**src/rtl/serial_arith_defs.sv**
```systemverilog
// Shared definitions for the bit-serial arithmetic blocks: FSM state encoding
// and the bit-counter width rule.
package serial_arith_defs;

    typedef enum logic {
        ST_IDLE = 1'b0,
        ST_RUN  = 1'b1
    } state_t;

    // The counter must reach width-1, so it needs $clog2(width) bits (at least one).
    function automatic int cnt_width(input int width);
        return (width <= 2) ? 1 : $clog2(width);
    endfunction

endpackage

```
**src/rtl/serial_adder_if.sv**
```systemverilog
// Request/result bundle of a bit-serial adder. The requester drives start/a/b.
// The adder returns sum/carry together with its busy/done status.
interface serial_adder_if #(
    parameter int WIDTH = 8
);
    logic             start;
    logic [WIDTH-1:0] a;
    logic [WIDTH-1:0] b;
    logic [WIDTH-1:0] sum;
    logic             carry;
    logic             busy;
    logic             done;

    modport master (
        output start, a, b,
        input  sum, carry, busy, done
    );

    modport slave (
        input  start, a, b,
        output sum, carry, busy, done
    );
endinterface

```
**src/rtl/full_adder_cell.sv**
```systemverilog
// One-bit full adder built from two half-adder stages plus an OR; combinational.
// Zero latency; no handshake.
module full_adder_cell (
    input  logic a,
    input  logic b,
    input  logic cin,
    output logic s,
    output logic cout
);
    logic s1;
    logic c1;
    logic c2;

    assign s1   = a ^ b;
    assign c1   = a & b;
    assign s    = s1 ^ cin;
    assign c2   = s1 & cin;
    assign cout = c1 | c2;
endmodule

```
**src/rtl/serial_adder.sv**
```systemverilog
// Bit-serial adder, LSB first; the result appears WIDTH cycles after an accepted start.
// A start is taken only while idle; starts seen while busy are dropped, not queued.
module serial_adder
    import serial_arith_defs::*;
#(
    parameter int WIDTH = 8
) (
    input  logic          clk,
    input  logic          rst_n,
    serial_adder_if.slave bus
);
    localparam int             CW   = cnt_width(WIDTH);
    localparam logic [CW-1:0]  LAST = CW'(WIDTH - 1);

    state_t           state;
    logic [WIDTH-1:0] sr_a;
    logic [WIDTH-1:0] sr_b;
    logic [WIDTH-1:0] res;
    logic [WIDTH-1:0] res_next;
    logic             c;
    logic [CW-1:0]    cnt;
    logic [WIDTH-1:0] sum_q;
    logic             carry_q;
    logic             busy_q;
    logic             done_q;
    logic             bit_s;
    logic             bit_c;

    full_adder_cell u_fa (
        .a    (sr_a[0]),
        .b    (sr_b[0]),
        .cin  (c),
        .s    (bit_s),
        .cout (bit_c)
    );

    // Each new sum bit enters at the MSB, so after WIDTH shifts bit 0 sits at the LSB.
    if (WIDTH == 1) begin : g_res_w1
        assign res_next = bit_s;
    end else begin : g_res_wn
        assign res_next = {bit_s, res[WIDTH-1:1]};
    end

    always_ff @(posedge clk or negedge rst_n) begin
        if (!rst_n) begin
            state   <= ST_IDLE;
            sr_a    <= '0;
            sr_b    <= '0;
            res     <= '0;
            c       <= 1'b0;
            cnt     <= '0;
            sum_q   <= '0;
            carry_q <= 1'b0;
            busy_q  <= 1'b0;
            done_q  <= 1'b0;
        end else begin
            case (state)
                ST_IDLE: begin
                    done_q <= 1'b0;
                    if (bus.start) begin
                        sr_a   <= bus.a;
                        sr_b   <= bus.b;
                        res    <= '0;
                        c      <= 1'b0;
                        cnt    <= '0;
                        busy_q <= 1'b1;
                        state  <= ST_RUN;
                    end
                end
                ST_RUN: begin
                    sr_a <= sr_a >> 1;
                    sr_b <= sr_b >> 1;
                    res  <= res_next;
                    c    <= bit_c;
                    // sum/carry are only touched here so a partial result is never visible.
                    if (cnt == LAST) begin
                        sum_q   <= res_next;
                        carry_q <= bit_c;
                        busy_q  <= 1'b0;
                        done_q  <= 1'b1;
                        state   <= ST_IDLE;
                    end else begin
                        cnt <= cnt + 1'b1;
                    end
                end
                default: state <= ST_IDLE;
            endcase
        end
    end

    assign bus.sum   = sum_q;
    assign bus.carry = carry_q;
    assign bus.busy  = busy_q;
    assign bus.done  = done_q;
endmodule

```
**src/flat_wrapper.sv**
```systemverilog
// flat-port wrapper written by rule: the top's interface ports become plain ports
module serial_adder_flat import serial_arith_defs::*;
#(
    parameter int WIDTH = 8
)
  (clk, rst_n, bus_start, bus_a, bus_b, bus_sum, bus_carry, bus_busy, bus_done);
  serial_adder_if #(.WIDTH(WIDTH)) bus_i ();
  input  logic clk;
  input  logic rst_n;
  input wire logic [$bits(bus_i.start)-1:0] bus_start;
  input wire logic [$bits(bus_i.a)-1:0] bus_a;
  input wire logic [$bits(bus_i.b)-1:0] bus_b;
  output wire logic [$bits(bus_i.sum)-1:0] bus_sum;
  output wire logic [$bits(bus_i.carry)-1:0] bus_carry;
  output wire logic [$bits(bus_i.busy)-1:0] bus_busy;
  output wire logic [$bits(bus_i.done)-1:0] bus_done;
  assign bus_i.start = bus_start;
  assign bus_i.a = bus_a;
  assign bus_i.b = bus_b;
  assign bus_sum = bus_i.sum;
  assign bus_carry = bus_i.carry;
  assign bus_busy = bus_i.busy;
  assign bus_done = bus_i.done;
  serial_adder #(.WIDTH(WIDTH)) u_core (.clk(clk), .rst_n(rst_n), .bus(bus_i));
endmodule
```
**config.mk**
```make
export PLATFORM = sky130hd
export DESIGN_NAME = serial_adder_flat
export DESIGN_NICKNAME = d
export VERILOG_FILES = /design/src/rtl/serial_arith_defs.sv /design/src/rtl/serial_adder_if.sv /design/src/rtl/full_adder_cell.sv /design/src/rtl/serial_adder.sv /design/src/flat_wrapper.sv
export SDC_FILE = /design/constraint.sdc
export NUM_CORES = 1
export LEC_CHECK = 0
export BUFFER_PORTS_ARGS = -buffer_cell sky130_fd_sc_hd__buf_2
export CORE_MARGIN = 2
export CORE_UTILIZATION = 57
export CTS_BUF_LIST = sky130_fd_sc_hd__clkbuf_2
export DETAILED_ROUTE_END_ITERATION = 12
export PLACE_DENSITY = 0.83
export SLEW_MARGIN = 10
export SYNTH_ARGS = -nofsm -noshare
export SYNTH_HDL_FRONTEND = slang
export SYNTH_SLANG_ARGS = --single-unit
```
**constraint.sdc**
```tcl
create_clock -name clk -period 1.88 [get_ports clk]
set_input_delay 0.564 -clock clk [delete_from_list [all_inputs] [get_ports clk]]
set_output_delay 0.564 -clock clk [all_outputs]
set_load 0.02 [all_outputs]
```
==> reports/qor.tcl <==
set qor(ant_nets) 0
set qor(most-common-layout-cells) {dfrtp_1, buf_2, mux2i_1, nand2_1, o21ai_0}
set qor(proportion_of_layout_cells_with_a_drive_suffix_above_1) 0.314
set qor(grt_setup_unrepaired) {no}
set qor(layout.filler_cells) 217
set qor(final.min_clock_period_ns) 1.63
set qor(cts_repair_resized_insts) 0
set qor(cp_cell_sequence) {ha_1 -> ha_1 -> nand2_2 -> mux2_2}
set qor(setup.worst_path.start_class) {register}
set qor(min_period_over_period) 0.869
set qor(cts_hold_buffers) 0
set qor(critPathMaxFanout) 9
set qor(syn_to_final_growth_pct) 13.5
set qor(seqCellArea_um2) 976
set qor(fin_nets) 190
set qor(powerDensity_nw_per_um2) 1590
set qor(crit_type) {reg2reg}
set qor(grt_util_all_layers) 0.200
set qor(routed-via-count) 1091
set qor(first_pass_iters) 4
set qor(final_common_cell) {dfrtp_1}
set qor(synthesis.instances) 135
set qor(synth-seq-area-share) 0.581
set qor(dieWidth_um) 58.3
set qor(die_height_um) 58.3
set qor(postSynthAreaPerCell_um2) 12.4
set qor(worstMarginPinSlew_ns) 0.470
set qor(pin_count) 30
set qor(ys_warn_count) 0
set qor(fin_tns_setup_ns) 0
set qor(cts_root_buf) {clkbuf_2}
set qor(numPortBuffers) 29
set qor(regToRegSetupSlack_ns) 0.25
set qor(worst-endpoint-arrival_ns) 1.92
set qor(core-area_um2) 2780
set qor(worstSkewPairLatency_ns) 0.38
set qor(clkSinkCount) 39
set qor(totalPowerFinal_mw) 3.03
set qor(worst_clock_skew_ns) 0.0179
set qor(worst_setup_hold_path_clk_slew_ns) 0.20
set qor(tritoncts) {built}
set qor(wire_per_inst_um) 14.6
set qor(static-leakage-power_nw) 0.991
set qor(antenna_diode_count) 0
set qor(cp_common_cell) {ha_1}
set qor(wire_length_of_the_first_global_routing_pass_mm) 5.06
set qor(vias_per_cell) 5.46
set qor(clk_path_buf_depth) 2
set qor(outcome) {finished, final reports clean}
set qor(multiInputGateArea_um2) 631
set qor(worst-endpoint-required_ns) 2.17
set qor(grt_max_degree) 23
set qor(layout_setup_ws_ns) 0.246
set qor(max_cap_violations) 0
set qor(dp_hpwl_mm) 2.23
set qor(critical_path.endpoint_type) {register}
set qor(remaining_drc_errors) 0
set qor(clock_tree.htree_level_count) 2
set qor(final_hold_violation_count) 0
set qor(synth.ff_latch_count) 39
set qor(number_of_global_route_vias_before_repair) 1134
set qor(report.final.setup_viol) 0
set qor(number_of_antenna_violations_at_the_first_check_in_global_routing) 0
set qor(row_count) 19
set qor(peak_supply_drop_mv) 1.08
set qor(design.die.area_um2) 3400
set qor(timing.fmax_mhz) 612
set qor(finalWeightedCongestion) 0.760
set qor(fin_area_um2) 1910
set qor(initial_core_util) 0.604
set qor(holdCritPathClass) {in2async}
set qor(maximum_cell_stage_delay_along_the_critical_path_ns) 0.44
set qor(mappedNetlistArea_um2) 1680
set qor(worst_relative_slew_slack) 0.686
set qor(report.final.slew_viol_count) 0
set qor(dpl_worst_slack_ns) 0.248
set qor(synth_cell_types) 24
set qor(postRouteWirelength_mm) 2.92
set qor(cts_buffer_count) 5
set qor(detail_route.iter0.violations) 19
set qor(crit_slowest_cell) {dfrtp_1}
set qor(synth_fp_nets) 157
set qor(cts.repair_timing.setup_buffer_count) 0
set qor(placed_cell_area_um2) 1840
set qor(gr-total-overflow) 0
sequential cells by signal (all words and copies together) (netlist names), 3 cells and up:
signal,cells
u_core.bus.sum,8
u_core.sr_a,8
u_core.sr_b,8
u_core.res,7
u_core.cnt,3
final cells by class:
cell class / instances / share of cell area
Tap cell: 31 / 0.0203
Multi-Input combinational cell: 85 / 0.331
Clock inverter: 3 / 0.0203
Clock buffer: 5 / 0.0131
Timing Repair Buffer: 35 / 0.0997
Inverter: 2 / 0.00394
Sequential cell: 39 / 0.512
metal layers:
metal | track usage | part of all wire | vias up
li1 | - | - | 529
met1 | 0.245 | 0.44 | 534
met2 | 0.334 | 0.50 | 23
met3 | 0.0637 | 0.047 | 5
met4 | 0.0698 | 0.013 | 0
met5 | 0 | 0 | -
final timing paths:
path,startpoint,to,cells past startpoint
worst min register to register,u_core.bus.done,u_core.bus.done,1
max in group asynchronous,rst_n,u_core.sr_b[1],2
worst max register to register,u_core.cnt[0],u_core.bus.sum[7],4
min in group clk,bus_a[7],u_core.sr_a[7],3
worst max-delay path,u_core.cnt[0],u_core.bus.sum[7],4
worst min-delay path,rst_n,u_core.bus.sum[4],1
Yosys cell counts:
cell	n	area, µm²
dfrtp_1	39	976
mux2i_1	17	170
nand2_1	17	63.8
o21ai_0	14	70.1
mux2_2	9	101
a22o_1	7	61.3
buf_4	4	30.0
nor2_1	4	15.0
nand2b_1	3	18.8
o21ai_1	3	15.0
buf_2	2	10.0
buf_6	2	22.5
ha_1	2	25.0
inv_1	2	7.51
a21o_1	1	7.51
clkbuf_1	1	3.75
fa_1	1	20.0
mux2_1	1	11.3
mux2_4	1	15.0
nand2_2	1	6.26
nor3b_1	1	7.51
o21a_1	1	7.51
o22ai_1	1	6.26
xnor2_1	1	8.76
stage by stage:
step                hold slack (ns)   util  cells
CTS                          0.0731  0.686    200
global route                 0.0846  0.686    200
global placement              0.458  0.663    192
finish                       0.0882  0.686    200
floorplan                     0.268      -    135
detailed placement            0.462  0.663    192
report_power, final:
group / internal, mW / total (mW) / switching [mW] / leakage, nW
Sequential: 1.18 / 1.42 / 0.240 / 0.506
Combinational: 0.547 / 1.12 / 0.576 / 0.445
Clock: 0.219 / 0.483 / 0.264 / 0.0404
logic make-up after synthesis:
group                    count (synthesis)  synth area share
adder cells (fa/ha/maj)                  3            0.0268
AO/OA/AOI/OAI                           27            0.0998
multiplexers                            28             0.177
flip-flops                              39             0.581
AND/OR/NAND/NOR                         26            0.0663
XOR/XNOR                                 1           0.00521
buffers and inverters                   11            0.0439
worst max-delay path, delay by kind of cell, from the launching register on:
family        cells  cell delay (ns)
fa+ha+maj         2             0.51
flops             1             0.44
mux               1             0.36
simple gates      1             0.24
Power figures use the tool's default switching activity.
